<file path="src/rtl/lfsr_rng_ranged.sv">
// Galois-LFSR random source that answers range-limited draw requests.
// Rejection sampling against a power-of-two mask, with a subtractive fallback after MAX_TRIES.
module lfsr_rng_ranged #(
  parameter int                WIDTH          = 16,
  parameter logic [WIDTH-1:0]  TAPS           = 16'hB400,
  parameter logic [WIDTH-1:0]  SEED           = 16'hACE1,
  parameter int                OUT_W          = 10,
  parameter int                STEPS_PER_DRAW = 1,
  parameter int                MAX_TRIES      = 4
) (
  input  logic             clk_i,
  input  logic             rst_i,
  input  logic             enable_i,
  input  logic             seed_load_i,
  input  logic [WIDTH-1:0] seed_in_i,
  input  logic             req_valid_i,
  output logic             req_ready_o,
  input  logic [OUT_W-1:0] req_max_i,
  output logic             rsp_valid_o,
  input  logic             rsp_ready_i,
  output logic [OUT_W-1:0] rsp_data_o,
  output logic             rsp_fallback_o,
  output logic [WIDTH-1:0] random_o
);

  localparam int STEP_W = (STEPS_PER_DRAW > 1) ? $clog2(STEPS_PER_DRAW) : 1;
  localparam int TRY_W  = (MAX_TRIES > 1) ? $clog2(MAX_TRIES) : 1;
  localparam logic [STEP_W-1:0] STEP_LAST = STEP_W'(STEPS_PER_DRAW - 1);
  localparam logic [TRY_W-1:0]  TRY_LAST  = TRY_W'(MAX_TRIES - 1);

  typedef enum logic [1:0] {
    IDLE = 2'd0,
    DRAW = 2'd1,
    DONE = 2'd2
  } state_e;

  state_e             state_q;
  logic [WIDTH-1:0]   lfsr_q;
  logic [OUT_W-1:0]   max_q;
  logic [OUT_W-1:0]   mask_q;
  logic [TRY_W-1:0]   tryCnt_q;
  logic [STEP_W-1:0]  stepCnt_q;
  logic [OUT_W-1:0]   rspData_q;
  logic               rspFallback_q;
  logic               rspValid_q;

  logic [WIDTH-1:0]   lfsr_d;
  logic [OUT_W-1:0]   maskFold;
  logic [OUT_W-1:0]   candidate;
  logic [OUT_W-1:0]   fallbackVal;
  logic [WIDTH-1:0]   seedGuarded;

  always_comb begin
    lfsr_d = (lfsr_q >> 1) ^ (lfsr_q[0] ? TAPS : '0);
    maskFold = req_max_i;
    for (int i = 0; i < OUT_W; i++) begin
      maskFold = maskFold | (maskFold >> 1);
    end
    candidate = lfsr_d[OUT_W-1:0] & mask_q;
    // Only used when candidate > max, so max+1 cannot wrap and the result stays below max+1.
    fallbackVal = candidate - max_q - OUT_W'(1);
    seedGuarded = (seed_in_i == '0) ? SEED : seed_in_i;
  end

  assign req_ready_o    = !rst_i && (state_q == IDLE) && !seed_load_i;
  assign rsp_valid_o    = rspValid_q;
  assign rsp_data_o     = rspData_q;
  assign rsp_fallback_o = rspFallback_q;
  assign random_o       = lfsr_q;

  always_ff @(posedge clk_i) begin
    if (rst_i) begin
      state_q       <= IDLE;
      lfsr_q        <= SEED;
      max_q         <= '0;
      mask_q        <= '0;
      tryCnt_q      <= '0;
      stepCnt_q     <= '0;
      rspData_q     <= '0;
      rspFallback_q <= 1'b0;
      rspValid_q    <= 1'b0;
    end else begin
      case (state_q)
        IDLE: begin
          if (seed_load_i) begin
            lfsr_q <= seedGuarded;
          end else if (req_valid_i) begin
            max_q     <= req_max_i;
            mask_q    <= maskFold;
            tryCnt_q  <= '0;
            stepCnt_q <= '0;
            state_q   <= DRAW;
          end else if (enable_i) begin
            lfsr_q <= lfsr_d;
          end
        end
        DRAW: begin
          lfsr_q <= lfsr_d;
          if (stepCnt_q == STEP_LAST) begin
            if (candidate <= max_q) begin
              rspData_q     <= candidate;
              rspFallback_q <= 1'b0;
              rspValid_q    <= 1'b1;
              state_q       <= DONE;
            end else if (tryCnt_q == TRY_LAST) begin
              rspData_q     <= fallbackVal;
              rspFallback_q <= 1'b1;
              rspValid_q    <= 1'b1;
              state_q       <= DONE;
            end else begin
              tryCnt_q  <= tryCnt_q + 1'b1;
              stepCnt_q <= '0;
            end
          end else begin
            stepCnt_q <= stepCnt_q + 1'b1;
          end
        end
        DONE: begin
          if (rsp_ready_i) begin
            rspValid_q <= 1'b0;
            state_q    <= IDLE;
          end
        end
        default: state_q <= IDLE;
      endcase
    end
  end

endmodule

</file>
<file path="config.mk">
export PLATFORM = sky130hd
export DESIGN_NAME = lfsr_rng_ranged
export DESIGN_NICKNAME = d
export VERILOG_FILES = /design/src/rtl/lfsr_rng_ranged.sv
export SDC_FILE = /design/constraint.sdc
export NUM_CORES = 1
export LEC_CHECK = 0
export BUFFER_PORTS_ARGS = -buffer_cell sky130_fd_sc_hd__clkbuf_2
export CORE_MARGIN = 2
export CORE_UTILIZATION = 50
export CTS_CLUSTER_DIAMETER = 100
export DETAILED_ROUTE_END_ITERATION = 7
export GPL_ROUTABILITY_DRIVEN = 0
export GPL_TIMING_DRIVEN = 0
export PLACE_DENSITY = 0.76
export SLEW_MARGIN = 40
export SYNTH_ARGS = -nofsm -noshare
export SYNTH_HDL_FRONTEND = slang
export SYNTH_SLANG_ARGS = --single-unit
export TNS_END_PERCENT = 100
</file>
<file path="constraint.sdc">
create_clock -name clk_i -period 4.7 [get_ports clk_i]
set_input_delay 0.705 -clock clk_i [delete_from_list [all_inputs] [get_ports clk_i]]
set_output_delay 0.705 -clock clk_i [all_outputs]
set_load 0.01 [all_outputs]
</file>
======== Word-level counts from Yosys, hierarchy flattened ========
Index checks and enable logic that the tools add are counted.
word-level totals
  register bits ........................... 53
  bits in latches ......................... 0
  bits in writable memories ............... 0
  ROM bits ................................ 0
  bits of input ports ..................... 32
  output and inout port bits .............. 29
  logic and storage cells ................. 87
  memories kept ........................... 0
cells by class
  add/subtract/negate cells ............... 4
  multiply operators ...................... 0
  divide/modulo/power cells ............... 0
  order comparisons ....................... 1
  equal/unequal tests ..................... 12
  shifts and indexed selects .............. 0
  multiplexer cells ....................... 31
  bitwise operators ....................... 14
  reduce and logical (&&, ||, !) cells .... 16
operator list
  kind                     count
  $or A10 B9 Y10           10
  $mux W16                 5
  $pmux W16 S2             1
  $mux W2                  11
  $mux W10                 2
  $logic_not A16 Y1        1
  $xor A15 B16 Y16         1
  $ne A2 B2 Y1 const B     6
  $reduce_and A3 Y1        4
  $and A10 B10 Y10         1
  $le A10 B10 Y1           1
  $sub A10 B1 Y10 const B  1
  $sub A10 B10 Y10         1
  $ne A3 B3 Y1 const B     3
  $mux W1                  8
  $pmux W2 S3              1
  $reduce_and A6 Y1        1
  $reduce_bool A2 Y1       3
  $reduce_and A5 Y1        1
  $eq A2 B2 Y1 const B     2
  $pmux W1 S2              2
  $pmux W2 S2              1
  $reduce_and A4 Y1        1
  $add A2 B1 Y2 const B    1
  other kinds (6)          9

======== Depth between registers and ports, before layout ========
Gate-level depths: netlist of the first run.
  depth in word-level cells ............... 10
  mapped depth ............................ 11

======== Worst setup path after synthesis of the first run ========
No wires, ideal clock.
  path kind ............................... register to register
  start point ............................. register lfsr_q[5] (netlist: random_o[5])
  end point ............................... register rspData_q[9] (netlist: rsp_data_o[9])
  arrival time ............................ 2.247 ns
  data required time ...................... 4.580 ns
  path slack .............................. 2.334 ns
  cell stages (with the launch flop) ...... 9
  clock period less this slack ............ 2.366 ns
  cell sequence ........................... dfxtp_1 -> and2_1 -> ha_1 -> nand2_2 -> or4_4 -> and4b_4 -> a21oi_4 -> nor2_4 -> a211o_1
between the ends
  longest elaborated chain between the ends .. 6
ends and longest elaborated chain
  what                    RTL line  RTL
  start, declared         38        logic [WIDTH-1:0] lfsr_q;
  start signal, assigned  86        lfsr_q <= seedGuarded;
  start signal, assigned  94        lfsr_q <= lfsr_d;
  start signal, assigned  98        lfsr_q <= lfsr_d;
  $xor A15 B16 Y16 *      54        lfsr_d = (lfsr_q >> 1) ^ (lfsr_q[0] ? TAPS : '0);
  $and A10 B10 Y10 *      59        candidate = lfsr_d[OUT_W-1:0] & mask_q;
  $sub A10 B10 Y10        61        fallbackVal = candidate - max_q - OUT_W'(1);
  $sub A10 B1 Y10         61
  $mux W10                105       end else if (tryCnt_q == TRY_LAST) begin
  $mux W10                100       if (candidate <= max_q) begin
  end signal, assigned    101       rspData_q <= candidate;
  end signal, assigned    106       rspData_q <= fallbackVal;
  end, declared           43        logic [OUT_W-1:0] rspData_q;
Mark *: on every way between the ends. The rest lies on a longest branch, timed or not. The select of a mux whose other input is x is not followed.
A chain may end at the register's enable or synchronous reset.

======== Worst setup path after layout of the first run ========
  start point ............................. input port rst_i
  end point ............................... output port req_ready_o
between the ends
  longest elaborated chain between the ends .. 3
ends and longest elaborated chain
  what                              RTL line  RTL
  start, declared                   12        input logic rst_i,
  $logic_not A1 Y1                  65        assign req_ready_o = !rst_i && (state_q == IDLE) && !seed_load_i;
  $logic_and A1 B1 Y1 (2 in a row)  65
  end, declared                     17        output logic req_ready_o,
No other way between the ends.

==> results of run 1 <==
[where the power goes]
group / leakage [uW] / switching (uW) / total [uW] / internal [uW]
sequential: 0.000419 / 31.9 / 501 / 469
combinational: 0.000946 / 191 / 329 / 138
clock: 0.0000474 / 153 / 274 / 121
total: 0.00141 / 377 / 1100 / 727
[cell usage after synthesis (all sizes together) (2+ instances only)]
master  count
dfxtp      51
nand2      48
nor2       47
a21oi      23
nor3       19
inv        16
clkbuf     14
ha         11
a211o      10
and2        9
nor4        9
o22ai       8
a311oi      6
mux2i       6
nand2b      6
o21ai       6
a211oi      5
a22o        5
xor2        5
a21o        4
a221oi      4
xnor2       4
nor2b       3
nand3       2
nand4       2
or4         2
[cell type report]
| cell class | count | area (um2) |
|---|---|---|
| inverter | 16 | 60.1 |
| clock inverter | 2 | 16.3 |
| fill | 500 | 1970 |
| sequential | 51 | 1020 |
| buffer | 15 | 57.6 |
| clock buffer | 6 | 82.6 |
| tap | 70 | 87.6 |
| multi-input combinational | 258 | 1610 |
| timing repair buffer | 60 | 300 |
[flip-flops by register name (all words and copies together) (netlist names)]
register	cells
random_o	16
max_q	10
rsp_data_o	10
mask_q	9
state_q	2
tryCnt_q	2
rsp_fallback_o	1
rsp_valid_o	1
[kinds of logic (layout without fill, tap and decap cells)]
group | after synthesis | after routing | share of synthesized area, %
AND/OR/NAND/NOR | 152 | 152 | 26.6
AO/OA/AOI/OAI | 78 | 78 | 20.8
flip-flops | 51 | 51 | 37.2
buffers and inverters | 31 | 99 | 4.28
adder cells (fa/ha/maj) | 12 | 12 | 5.74
XOR/XNOR | 9 | 9 | 2.87
multiplexers | 7 | 7 | 2.60
[worst min-delay path: stages (launching register included)]
cell                      delay (ns)
sky130_fd_sc_hd__dfxtp_1        0.32
sky130_fd_sc_hd__nand2_1        0.05
sky130_fd_sc_hd__a21oi_1        0.05
[stage by stage]
step,hold slack (ns),area (um2)
floorplan,0.436,2750
global placement,0.444,3140
detailed placement,0.451,3140
CTS,0.465,3230
global route,0.485,3230
finish,0.461,3230
[worst min-delay path by stage]
stage          endpoint     start  depth (start not counted)  slack, ns
5_1_grt        max_q[5]  max_q[5]                          2       0.48
4_1_cts        max_q[2]  max_q[2]                          2       0.47
3_3_place_gp   max_q[8]  max_q[8]                          2       0.44
3_5_place_dp   max_q[5]  max_q[5]                          2       0.45
2_1_floorplan  max_q[2]  max_q[2]                          2       0.44
6_report       max_q[2]  max_q[2]                          2       0.46
[metal layers]
layer | up-vias | global-route usage (%) | wire (um)
met1 | 1248 | 28.5 | 3090
met2 | 103 | 41.6 | 3370
met4 | 0 | 7.54 | 81
met3 | 9 | 3.56 | 325
li1 | 1345 | - | -
met5 | - | 0 | 0
==> qor_table.md, run 1 <==
| Result | This run | Unit |
|---|---|---|
| Count of nets left with antenna violations after detail routing | 0 | - |
| Tcrit/Tclk final | 55.8 | % |
| Critical path required time | 3.99 | ns |
| Count of endpoints failing hold in the final timing report | 0 | - |
| Classification of the worst-slack hold path | reg2reg | - |
| Post-layout utilization of the core | 62.1 | % |
| Critical setup path kind | in2out | - |
| Largest net degree at the start of global routing | 17 | - |
| Number of antenna cells inserted | 0 | - |
| Clock latency of the later-clocked register in the worst-skew pair | 0.30 | ns |
| Slew margin rel. | 61.8 | % |
| Maximum vdd drop | 0.213 | mV |
| Initial core utilization | 52.8 | % |
| Area of the mapped netlist | 2750 | um2 |
| CP Data Arrival Time | 1.92 | ns |
| Top cell type's share of synthesized area | 37.2 | % |
| Area of the die | 6100 | um2 |
| Clock transition at the register clock pins on the worst setup and hold paths after CTS | 0.10 | ns |
| Status | completed | - |
| Worst setup slack before clock tree synthesis | 2.07 | ns |
| Type of element capturing the critical path | primary output | - |
| Fin worst setup slack | 2.08 | ns |
| Cell taking the most area after synthesis | sky130_fd_sc_hd__dfxtp_1 | - |
| # placed instances | 470 | - |
| Worst setup path start | rst_i | - |
| Critical-path maximum fanout | 10 | - |
| Yosys Warn Count | 0 | - |
| Floorplan die height | 78.1 | um |
| Number of flip-flops and latches in the synthesized netlist | 51 | - |
| Stages on the worst setup path | 5 | - |
| Setup skew after layout | 0.00627 | ns |
| Critical path buffers and inverters | 4 | - |
| Detailed placement HPWL | 5380 | um |
| Root Buffer | sky130_fd_sc_hd__clkbuf_8 | - |
| Proportion of synthesized flip-flops having asynchronous set or reset | 0 | % |
| X dimension of the die | 78.1 | um |
| Number of library cell types mapped by synthesis | 49 | - |
| Total detailed-routing wirelength | 6870 | um |
| Critical path startpoint category | input port | - |
| Iter 0 DRT Violations | 133 | - |
| Proportion of layout cells with a drive suffix above 1 | 21.3 | % |
| Reg2reg end | rsp_data_o[9] | - |
| Cell family contributing the most delay on the critical path | buffers and inverters | - |
| Endpoint of the most critical setup path | req_ready_o | - |
| Top post-synthesis cells by area | sky130_fd_sc_hd__dfxtp_1 (37%), sky130_fd_sc_hd__nand2_1 (6.3%), sky130_fd_sc_hd__nor2_1 (6.1%) | - |
| Total of cells resized after clock tree synthesis | 0 | - |
| Num CTS Buffers | 5 | - |
| Max capacitance violation total | 0 | - |
| Number of sinks handled by clock tree synthesis | 51 | - |
| Transition time at the pin with the least slew margin | 0.573 | ns |
| Setup repair after global routing missed its margin | false | - |
| Register-to-Register Path Depth | 8 | - |
| Total track usage | 23.2 | % |
| Number of enable-type register cells in the synthesized netlist | 0 | - |
| Via count of the first global-routing pass | 2542 | - |
| Core Rows | 26 | - |
| Sequential-to-total area share from yosys stat | 37.2 | % |
| CTS Hold Bufs | 0 | - |
| Gr ovfl total | 0 | - |
| Routed vias | 2705 | - |
| Final-layout setup total negative slack | 0 | ns |
| H-tree depth | 2 | - |
| Reg2reg start | random_o[5] | - |
| Max Root-Sink Buffers | 2 | - |
| Number of standard cells after synthesis | 340 | - |
| Most common cell after layout, fill and taps aside | sky130_fd_sc_hd__clkbuf_2 | - |
| Area grow syn2layout | 17.7 | % |
| Routed WL per cell | 14.4 | um |
| Core ar. | 5200 | um2 |
| Most frequently used flop master after synthesis | sky130_fd_sc_hd__dfxtp_1 | - |
| Worst R2R Setup Slack | 2.10 | ns |
| Via count normalized by instance count | 5.66 | - |
| Final instance count without filler cells | 478 | - |
| Leading cell types in the layout, fill and taps excluded | sky130_fd_sc_hd__clkbuf_2 (60), sky130_fd_sc_hd__dfxtp_1 (51), sky130_fd_sc_hd__nand2_1 (46) | - |
| Number of max-slew violations in the final report | 0 | - |
| Count of boundary I/O pins | 61 | - |
| Clock tree from TritonCTS | done | - |
| Max Clk Rate | 0.382 | GHz |
| Longest individual stage delay on the worst path | 0.47 | ns |
| Number of failing setup endpoints in the final timing report | 0 | - |
| Length of the first detailed-routing pass in iterations | 4 | - |
| Wire length of the first global-routing pass | 11500 | um |
| Critical path's slowest cell | sky130_fd_sc_hd__clkbuf_1 | - |
| Post-layout min period | 2.62 | ns |
| Residual DRC count | 0 | - |
| IO buf count | 60 | - |
| Post-CTS Setup Bufs | 0 | - |
| Mean cell area of the mapped netlist | 8.08 | um2 |
| Leakage Power | 0.00141 | uW |
| Power per standard cell area | 341 | nW/um2 |
| Antenna violations before repair | 0 | - |
| Post-route total power | 1100 | uW |
| Critical path, cell by cell | clkbuf_2 -> clkbuf_1 -> clkbuf_1 -> nor4_1 -> clkbuf_2 | - |
| Net count of the mapped netlist | 384 | - |
| Number of nets in the finished design | 451 | - |
(Power assumes the default switching activity.)
==> run 2, diff against run 1 <==
--- a/config.mk
+++ b/config.mk
@@ -7,12 +7,12 @@
 export LEC_CHECK = 0
 export BUFFER_PORTS_ARGS = -buffer_cell sky130_fd_sc_hd__clkbuf_2
 export CORE_MARGIN = 2
-export CORE_UTILIZATION = 50
+export CORE_UTILIZATION = 49
 export CTS_CLUSTER_DIAMETER = 100
 export DETAILED_ROUTE_END_ITERATION = 7
 export GPL_ROUTABILITY_DRIVEN = 0
 export GPL_TIMING_DRIVEN = 0
-export PLACE_DENSITY = 0.76
+export PLACE_DENSITY = 0.77
 export SLEW_MARGIN = 40
 export SYNTH_ARGS = -nofsm -noshare
 export SYNTH_HDL_FRONTEND = slang
==> constraint.sdc (replaced) <==
create_clock -name clk_i -period 2.3 [get_ports clk_i]
set_input_delay 0.345 -clock clk_i [delete_from_list [all_inputs] [get_ports clk_i]]
set_output_delay 0.345 -clock clk_i [all_outputs]
set_load 0.01 [all_outputs]
==> qor_table.md, run 2 (synthesized netlist as in run 1, its figures left out) <==
| Result | This run | Unit |
|---|---|---|
| Instance area at placement | 3160 | um2 |
| Cell family contributing the most delay on the critical path | simple AND/OR/NAND/NOR gates | - |
| Number of fillers in the final layout | 469 | - |
| Setup skew after layout | 0.00943 | ns |
| Longest individual stage delay on the worst path | 0.50 | ns |
| Most common cell after layout, fill and taps aside | sky130_fd_sc_hd__clkbuf_2 | - |
| Area grow syn2layout | 33.5 | % |
| Transition time at the pin with the least slew margin | 0.561 | ns |
| Area of all placed cells without fillers | 3670 | um2 |
| Count of boundary I/O pins | 61 | - |
| Wire length of the first global-routing pass | 12300 | um |
| Leakage Power | 0.00159 | uW |
| Status | finished, violations left | - |
| Total track usage | 25.0 | % |
| Floorplan die height | 78.9 | um |
| Critical path's slowest cell | sky130_fd_sc_hd__or4_4 | - |
| Count of nets left with antenna violations after detail routing | 0 | - |
| Classification of the worst-slack hold path | in2reg | - |
| Maximum vdd drop | 0.484 | mV |
| Critical path buffers and inverters | 0 | - |
| Fin worst setup slack | -0.0345 | ns |
| H-tree depth | 2 | - |
| Critical-path maximum fanout | 6 | - |
| Gr ovfl total | 0 | - |
| Critical path startpoint category | flip-flop | - |
| Number of sinks handled by clock tree synthesis | 51 | - |
| Residual DRC count | 0 | - |
| Via count of the first global-routing pass | 2667 | - |
| Detailed placement HPWL | 5480 | um |
| Root Buffer | sky130_fd_sc_hd__clkbuf_8 | - |
| Post-route total power | 2650 | uW |
| Violated checks | setup timing | - |
| CTS Hold Bufs | 0 | - |
| Number of max-slew violations in the final report | 0 | - |
| Clock tree from TritonCTS | done | - |
| Worst setup slack before clock tree synthesis | -0.290 | ns |
| Core ar. | 5470 | um2 |
| Proportion of layout cells with a drive suffix above 1 | 35.1 | % |
| Leading cell types in the layout, fill and taps excluded | sky130_fd_sc_hd__clkbuf_2 (61), sky130_fd_sc_hd__nor2_1 (45), sky130_fd_sc_hd__nand2_1 (41) | - |
| Number of nets in the finished design | 473 | - |
| CP Data Arrival Time | 2.54 | ns |
| Routed WL per cell | 15.5 | um |
| Flip-flop count of the largest register after layout | 16 | - |
| Count of endpoints failing hold in the final timing report | 0 | - |
| Total detailed-routing wirelength | 7790 | um |
| Worst R2R Setup Slack | -0.03 | ns |
| Antenna violations before repair | 0 | - |
| Setup repair after global routing missed its margin | true | - |
| Number of failing setup endpoints in the final timing report | 3 | - |
| Clock latency of the later-clocked register in the worst-skew pair | 0.31 | ns |
| Power per standard cell area | 722 | nW/um2 |
| Tcrit/Tclk final | 101 | % |
| Area of the die | 6220 | um2 |
| Max capacitance violation total | 0 | - |
| Critical setup path kind | reg2reg | - |
| Number of antenna cells inserted | 0 | - |
| Stages on the worst setup path | 8 | - |
| Post-layout min period | 2.33 | ns |
| Length of the first detailed-routing pass in iterations | 4 | - |
| Max Clk Rate | 0.428 | GHz |
| Slew margin rel. | 62.2 | % |
| Core Rows | 27 | - |
| Type of element capturing the critical path | flip-flop | - |
| Via count normalized by instance count | 5.73 | - |
| Clock transition at the register clock pins on the worst setup and hold paths after CTS | 0.10 | ns |
| X dimension of the die | 78.9 | um |
| Initial core utilization | 50.2 | % |
| Max Root-Sink Buffers | 2 | - |
| Critical path required time | 2.50 | ns |
| IO buf count | 60 | - |
| Largest net degree at the start of global routing | 16 | - |
| Routed vias | 2876 | - |
| Register-to-Register Path Depth | 8 | - |
| Critical path, cell by cell | and2_4 -> ha_4 -> nand2_2 -> or4_4 -> and4b_4 -> a21oi_4 -> nor2_4 -> a211o_1 | - |
| Post-layout utilization of the core | 67.0 | % |
| Iter 0 DRT Violations | 110 | - |
| Num CTS Buffers | 5 | - |
| Hold Crit Depth | 3 | - |
## run 2: path summary, 6_finish.rpt
path	to	startpoint
worst max-delay path	rsp_data_o[9]	mask_q[8]
worst min-delay path	max_q[1]	req_max_i[1]
worst max register to register	rsp_data_o[9]	mask_q[8]
worst min register to register	rsp_valid_o	rsp_valid_o
## run 2: cell type report
type                    instances  area, um2  share of cell area [%]
flip-flops and latches         51       1040                    28.4
multi-input cells             258       1810                    49.4
repair buffers                 82        465                    12.7
well taps                      72       90.1                    2.46
clock inverters                 2       60.1                    1.64
plain buffers                  15       65.1                    1.77
clock buffers                   6       72.6                    1.98
inverters                      16       60.1                    1.64
## run 2: worst min-delay path, stage by stage
cell and delay (ns):
sky130_fd_sc_hd__clkbuf_2 0.09, sky130_fd_sc_hd__nand2_1 0.05, sky130_fd_sc_hd__a21oi_1 0.05
## run 2: layer usage
layer / track usage [%] / share of wire (%)
met5: 0 / 0
met2: 43.7 / 50
met1: 29.1 / 41
met4: 11.9 / 3.0
met3: 5.23 / 5.6
## run 2: metrics by stage
step                      std cells  TNS, ns  hold slack, ns
after floorplan                 340        0           0.436
after global placement          472    -2.09           0.443
after detailed placement        472    -2.71           0.452
after CTS                       497   -0.103           0.261
after global routing            502   -0.560           0.276
final                           502  -0.0534           0.262
## run 2: power by group
part / internal (uW) / switching (uW)
clock: 435 / 310
combinational: 407 / 467
sequential: 964 / 65.5
total: 1810 / 842
## run 2: what timing repair did
action	4_1_cts	5_1_grt
resized for setup	41	16
setup buffers	17	5
endpoints found under the setup margin	14	15
pin swaps	16	14
cloned	0	0
